<file path="src/rtl/nes_fb_writer.sv">
// PPU pixel-stream to framebuffer writer: filters visible dots, buffers them in a
// first-word-fall-through FIFO, and reports frame boundaries and overflow drops.
module nes_fb_writer #(
  parameter int unsigned FIFO_DEPTH = 16
) (
  input  logic        clk,
  input  logic        rst,
  input  logic        enable,
  input  logic [5:0]  pix_color,
  input  logic [2:0]  pix_emphasis,
  input  logic [8:0]  pix_x,
  input  logic [8:0]  pix_y,
  output logic [15:0] fb_addr,
  output logic [8:0]  fb_data,
  output logic        fb_valid,
  input  logic        fb_ready,
  output logic        frame_start,
  output logic        frame_done,
  output logic [6:0]  fifo_level,
  output logic [7:0]  drop_count
);

  localparam int unsigned AW      = $clog2(FIFO_DEPTH);
  localparam logic [6:0]  DEPTH_L = 7'(FIFO_DEPTH);

  // Entry layout: {emphasis[2:0], color[5:0], y[7:0], x[7:0]}
  logic [24:0]   r_mem [FIFO_DEPTH];
  logic [AW-1:0] r_wr_ptr;
  logic [AW-1:0] r_rd_ptr;
  logic [6:0]    r_level;
  logic [7:0]    r_drop;
  logic          r_frame_start;
  logic          r_frame_done;

  logic          w_visible;
  logic          w_full;
  logic          w_pop;
  logic          w_push;
  logic          w_drop;
  logic [24:0]   w_wr_word;
  logic [24:0]   w_head;

  assign w_visible = enable && !pix_x[8] && (pix_y < 9'd240);
  assign w_full    = (r_level == DEPTH_L);
  assign w_pop     = fb_valid && fb_ready;
  // A full FIFO still accepts a push when the head leaves on the same edge.
  assign w_push    = w_visible && (!w_full || w_pop);
  assign w_drop    = w_visible && w_full && !w_pop;
  assign w_wr_word = {pix_emphasis, pix_color, pix_y[7:0], pix_x[7:0]};
  assign w_head    = r_mem[r_rd_ptr];

  assign fb_valid    = (r_level != '0);
  assign fb_addr     = fb_valid ? w_head[15:0]  : '0;
  assign fb_data     = fb_valid ? w_head[24:16] : '0;
  assign fifo_level  = r_level;
  assign drop_count  = r_drop;
  assign frame_start = r_frame_start;
  assign frame_done  = r_frame_done;

  always_ff @(posedge clk) begin
    if (w_push) begin
      r_mem[r_wr_ptr] <= w_wr_word;
    end
  end

  always_ff @(posedge clk or posedge rst) begin
    if (rst) begin
      r_wr_ptr      <= '0;
      r_rd_ptr      <= '0;
      r_level       <= '0;
      r_drop        <= '0;
      r_frame_start <= 1'b0;
      r_frame_done  <= 1'b0;
    end else begin
      r_frame_start <= w_push && (w_wr_word[15:0] == 16'h0000);
      r_frame_done  <= w_pop && (w_head[15:0] == 16'hEFFF);
      if (w_push) begin
        r_wr_ptr <= r_wr_ptr + 1'b1;
      end
      if (w_pop) begin
        r_rd_ptr <= r_rd_ptr + 1'b1;
      end
      if (w_push && !w_pop) begin
        r_level <= r_level + 7'd1;
      end else if (w_pop && !w_push) begin
        r_level <= r_level - 7'd1;
      end
      if (w_drop && (r_drop != 8'hFF)) begin
        r_drop <= r_drop + 8'd1;
      end
    end
  end

endmodule
</file>
<file path="config.mk">
export PLATFORM = sky130hd
export DESIGN_NAME = nes_fb_writer
export DESIGN_NICKNAME = d
export VERILOG_FILES = /design/src/rtl/nes_fb_writer.sv
export SDC_FILE = /design/constraint.sdc
export NUM_CORES = 1
export LEC_CHECK = 0
export CORE_MARGIN = 3
export CORE_UTILIZATION = 54
export DETAILED_ROUTE_END_ITERATION = 16
export MAX_ROUTING_LAYER = met4
export PLACE_DENSITY_LB_ADDON = 0.3
export REMOVE_ABC_BUFFERS = 1
export SYNTH_ARGS = -nofsm -noshare
export SYNTH_HDL_FRONTEND = slang
export SYNTH_SLANG_ARGS = --single-unit
</file>
<file path="constraint.sdc">
create_clock -name clk -period 3.7 [get_ports clk]
set_input_delay 0.74 -clock clk [delete_from_list [all_inputs] [get_ports clk]]
set_output_delay 0.74 -clock clk [all_outputs]
set_load 0.01 [all_outputs]
</file>
==> flow_metrics.env <==
export IMPL_start_util=0.555
export IMPL_die_w_um=181
export IMPL_cp_num_buf_inv=3
export IMPL_cap_violations=0
export IMPL_io_pins=74
export IMPL_clock_tree_htree_level_count=2
export IMPL_critPathCaptureType="output port"
export IMPL_first_global_vias=8679
export IMPL_reg2reg_depth=15
export IMPL_fin_cells=1356
export IMPL_critPathMaxFanout=11
export IMPL_hold_slack_ns=0.509
export IMPL_rows=63
export IMPL_timing_final_ws_setup_ns=0.0806
export IMPL_cp_depth=6
export IMPL_max_freq_mhz=276
export IMPL_layout_drive_gt1_share=0.268
export IMPL_setup_violations=0
export IMPL_pre_cts_slack_ns=0.233
export IMPL_areaGrowthSynthToFinish_pct=20.1
export IMPL_seq_area_frac_synth=0.760
export IMPL_drc=0
export IMPL_place_congestion=0.841
export IMPL_rsz0062_at_grt="no"
export IMPL_num_vias=8548
export IMPL_worstMarginPinSlew_ns=1.02
export IMPL_cts_sinks=425
export IMPL_postSynthAreaPerCell_um2=21.4
export IMPL_startpoint_type="flop"
export IMPL_crit_top_cell="mux4_2"
export IMPL_drtIter0Drc=1042
export IMPL_cts_tree="done"
export IMPL_hpwl_um=20600
export IMPL_min_path_type="reg2reg"
export IMPL_antenna_found_initial=1
export IMPL_synth_area_leaders="edfxtp_1 (72%), mux4_2 (14%), dfrtp_1 (3.8%)"
export IMPL_syn_cell_area_mm2=0.0166
export IMPL_ys_flop_type="edfxtp_1"
export IMPL_maxSlewHeadroom=0.317
export IMPL_status="complete, no violations"
export IMPL_grt_max_degree=32
export IMPL_yosys_warnings=0
export IMPL_wl_um=38000
export IMPL_grt_pass1_wl_um=56000
export IMPL_cts_made_buffers=43
export IMPL_yosys_area_top_type="edfxtp_1"
export IMPL_synth_top_cell_area_share=0.722
export IMPL_clk_pin_slew_ns=0.06
export IMPL_utilization=0.667
export IMPL_required_ns=2.96
export IMPL_cts_buffer_depth=3
export IMPL_cp_top_family="multiplexers"
export IMPL_leakage_nw=6.65
export IMPL_synthCells=777
export IMPL_yosysUniqueCellTypes=42
export IMPL_powerDensity_mw_per_mm2=728
export IMPL_hold_violations=0
export IMPL_postRouteAntennaNets=0
export IMPL_wl_per_cell_um=28.0
export IMPL_ir_drop_mv=0.427
export IMPL_via_per_inst=6.30
export IMPL_ys_ff_latch=425
export IMPL_worst_clock_skew_ns=0.0171
export IMPL_placedCellCount=1252
export IMPL_min_period_ns=3.62
export IMPL_core_area_mm2=0.0300
export IMPL_arrival_ns=2.88
export IMPL_cp_cell_sequence="buf_12 > buf_16 > mux4_2 > mux4_2 > and2_1 > clkdlybuf4s50_1"
export IMPL_fin_crit_sh=0.978
export IMPL_worstSkewPairLatency_ns=0.53
export IMPL_worstSetupPathType="reg2out"
export IMPL_ctsHoldBuffers=0
export IMPL_overflow=0
export IMPL_worstHoldPathCells=1
export IMPL_register_area_mm2=0.0126
export IMPL_dieArea_mm2=0.0329
export IMPL_cts_root_buf="clkbuf_16"
export IMPL_slew_viol_final=0
export IMPL_finalPower_mw=14.5
export IMPL_crit_slowest_cell="mux4_2"
export IMPL_final_nets=978
export IMPL_multi_input_area_mm2=0.00384
export IMPL_die_h_um=181
export IMPL_async_reset_ff_frac=0.0588
export IMPL_grt_usage=0.238
export IMPL_synth_edf_count=400
export IMPL_slowest_delay_ns=0.50
export IMPL_fillers=1909
export IMPL_io_buffers=73
export IMPL_first_pass_iters=5
-- report_power, final --
part           switching (mW)  internal [mW]
clock network            1.69           2.28
logic                    2.28           2.67
registers               0.166           5.46
total                    4.14           10.4
-- metrics by stage --
step | setup TNS [ns] | instance area [um^2]
after floorplan | -81.94 | 16400
after global placement | 0 | 18300
after detailed placement | 0 | 18300
after CTS | -0.0702 | 19800
after global routing | 0 | 20000
final | 0 | 20000
-- flip-flops by register name (all words and copies together) (netlist names) --
signal / flops
drop_count: 8
frame_done: 1
frame_start: 1
fifo_level: 7
r_rd_ptr: 4
r_wr_ptr: 4
r_mem: 400
-- layout make-up --
cell class	count	share of cell area
Antenna cell	1	0.000125
Sequential cell	425	0.633
Tap cell	390	0.0244
Clock buffer	53	0.0579
Clock inverter	23	0.00633
Inverter	10	0.00188
Multi-Input combinational cell	306	0.192
Timing Repair Buffer	148	0.0841
-- metal layers --
metal | share of wire | track usage
met2 | 0.50 | 0.381
met1 | 0.39 | 0.323
met5 | 0 | -
met3 | 0.075 | 0.0395
met4 | 0.028 | 0.0692
-- layout by cell type, fill, tap and decap left out, types with 20 or more instances in the layout --
cell type and count:
nand2_1 20, buf_4 49, dfrtp_1 23, clkdlybuf4s50_1 62, edfxtp_1 400, mux4_2 107
and2_1 23, a22o_1 26, clkbuf_16 46, nor2_1 25
-- cells in the mapped netlist (all sizes together), types with 2 or more instances --
cell and count:
o21ai 7, mux2 5, o21bai 2, nor2b 3
a21oi 4, a221oi 4, nor2 32, inv 10
and2 23, a22o 26, nand2 20, nor3 3
dfrtp 25, nand4 6, ha 12, edfxtp 400
mux4 107, o22ai 2, nor4 8, buf 18
xor2 3, and3 4, xnor2 16, clkbuf 18
nor3b 6
-- cells by family after synthesis --
group           Yosys count  synth area share
buf+inv                  46            0.0130
xor+xnor                 19            0.0100
mux                     113             0.149
simple gates            110            0.0341
fa+ha+maj                13            0.0102
compound gates           51            0.0236
flops                   425             0.760
-- path summary, 6_finish.rpt --
path | start | end | slack (ns)
max | r_rd_ptr[0] | fb_data[0] | 0.08
min | drop_count[7] | drop_count[7] | 0.51
max reg2reg | fifo_level[0] | fifo_level[5] | 0.27
min reg2reg | drop_count[7] | drop_count[7] | 0.51
max in group asynchronous | rst | r_rd_ptr[1] | 2.18
min in group asynchronous | rst | fifo_level[6] | 0.77
-- repair_timing --
item,in CTS,in global routing
gates resized for setup,16,14
cloned,4,1
setup buffers,3,19
setup endpoints to repair,15,19
pin swaps,0,0
(Power assumes the default switching activity.)
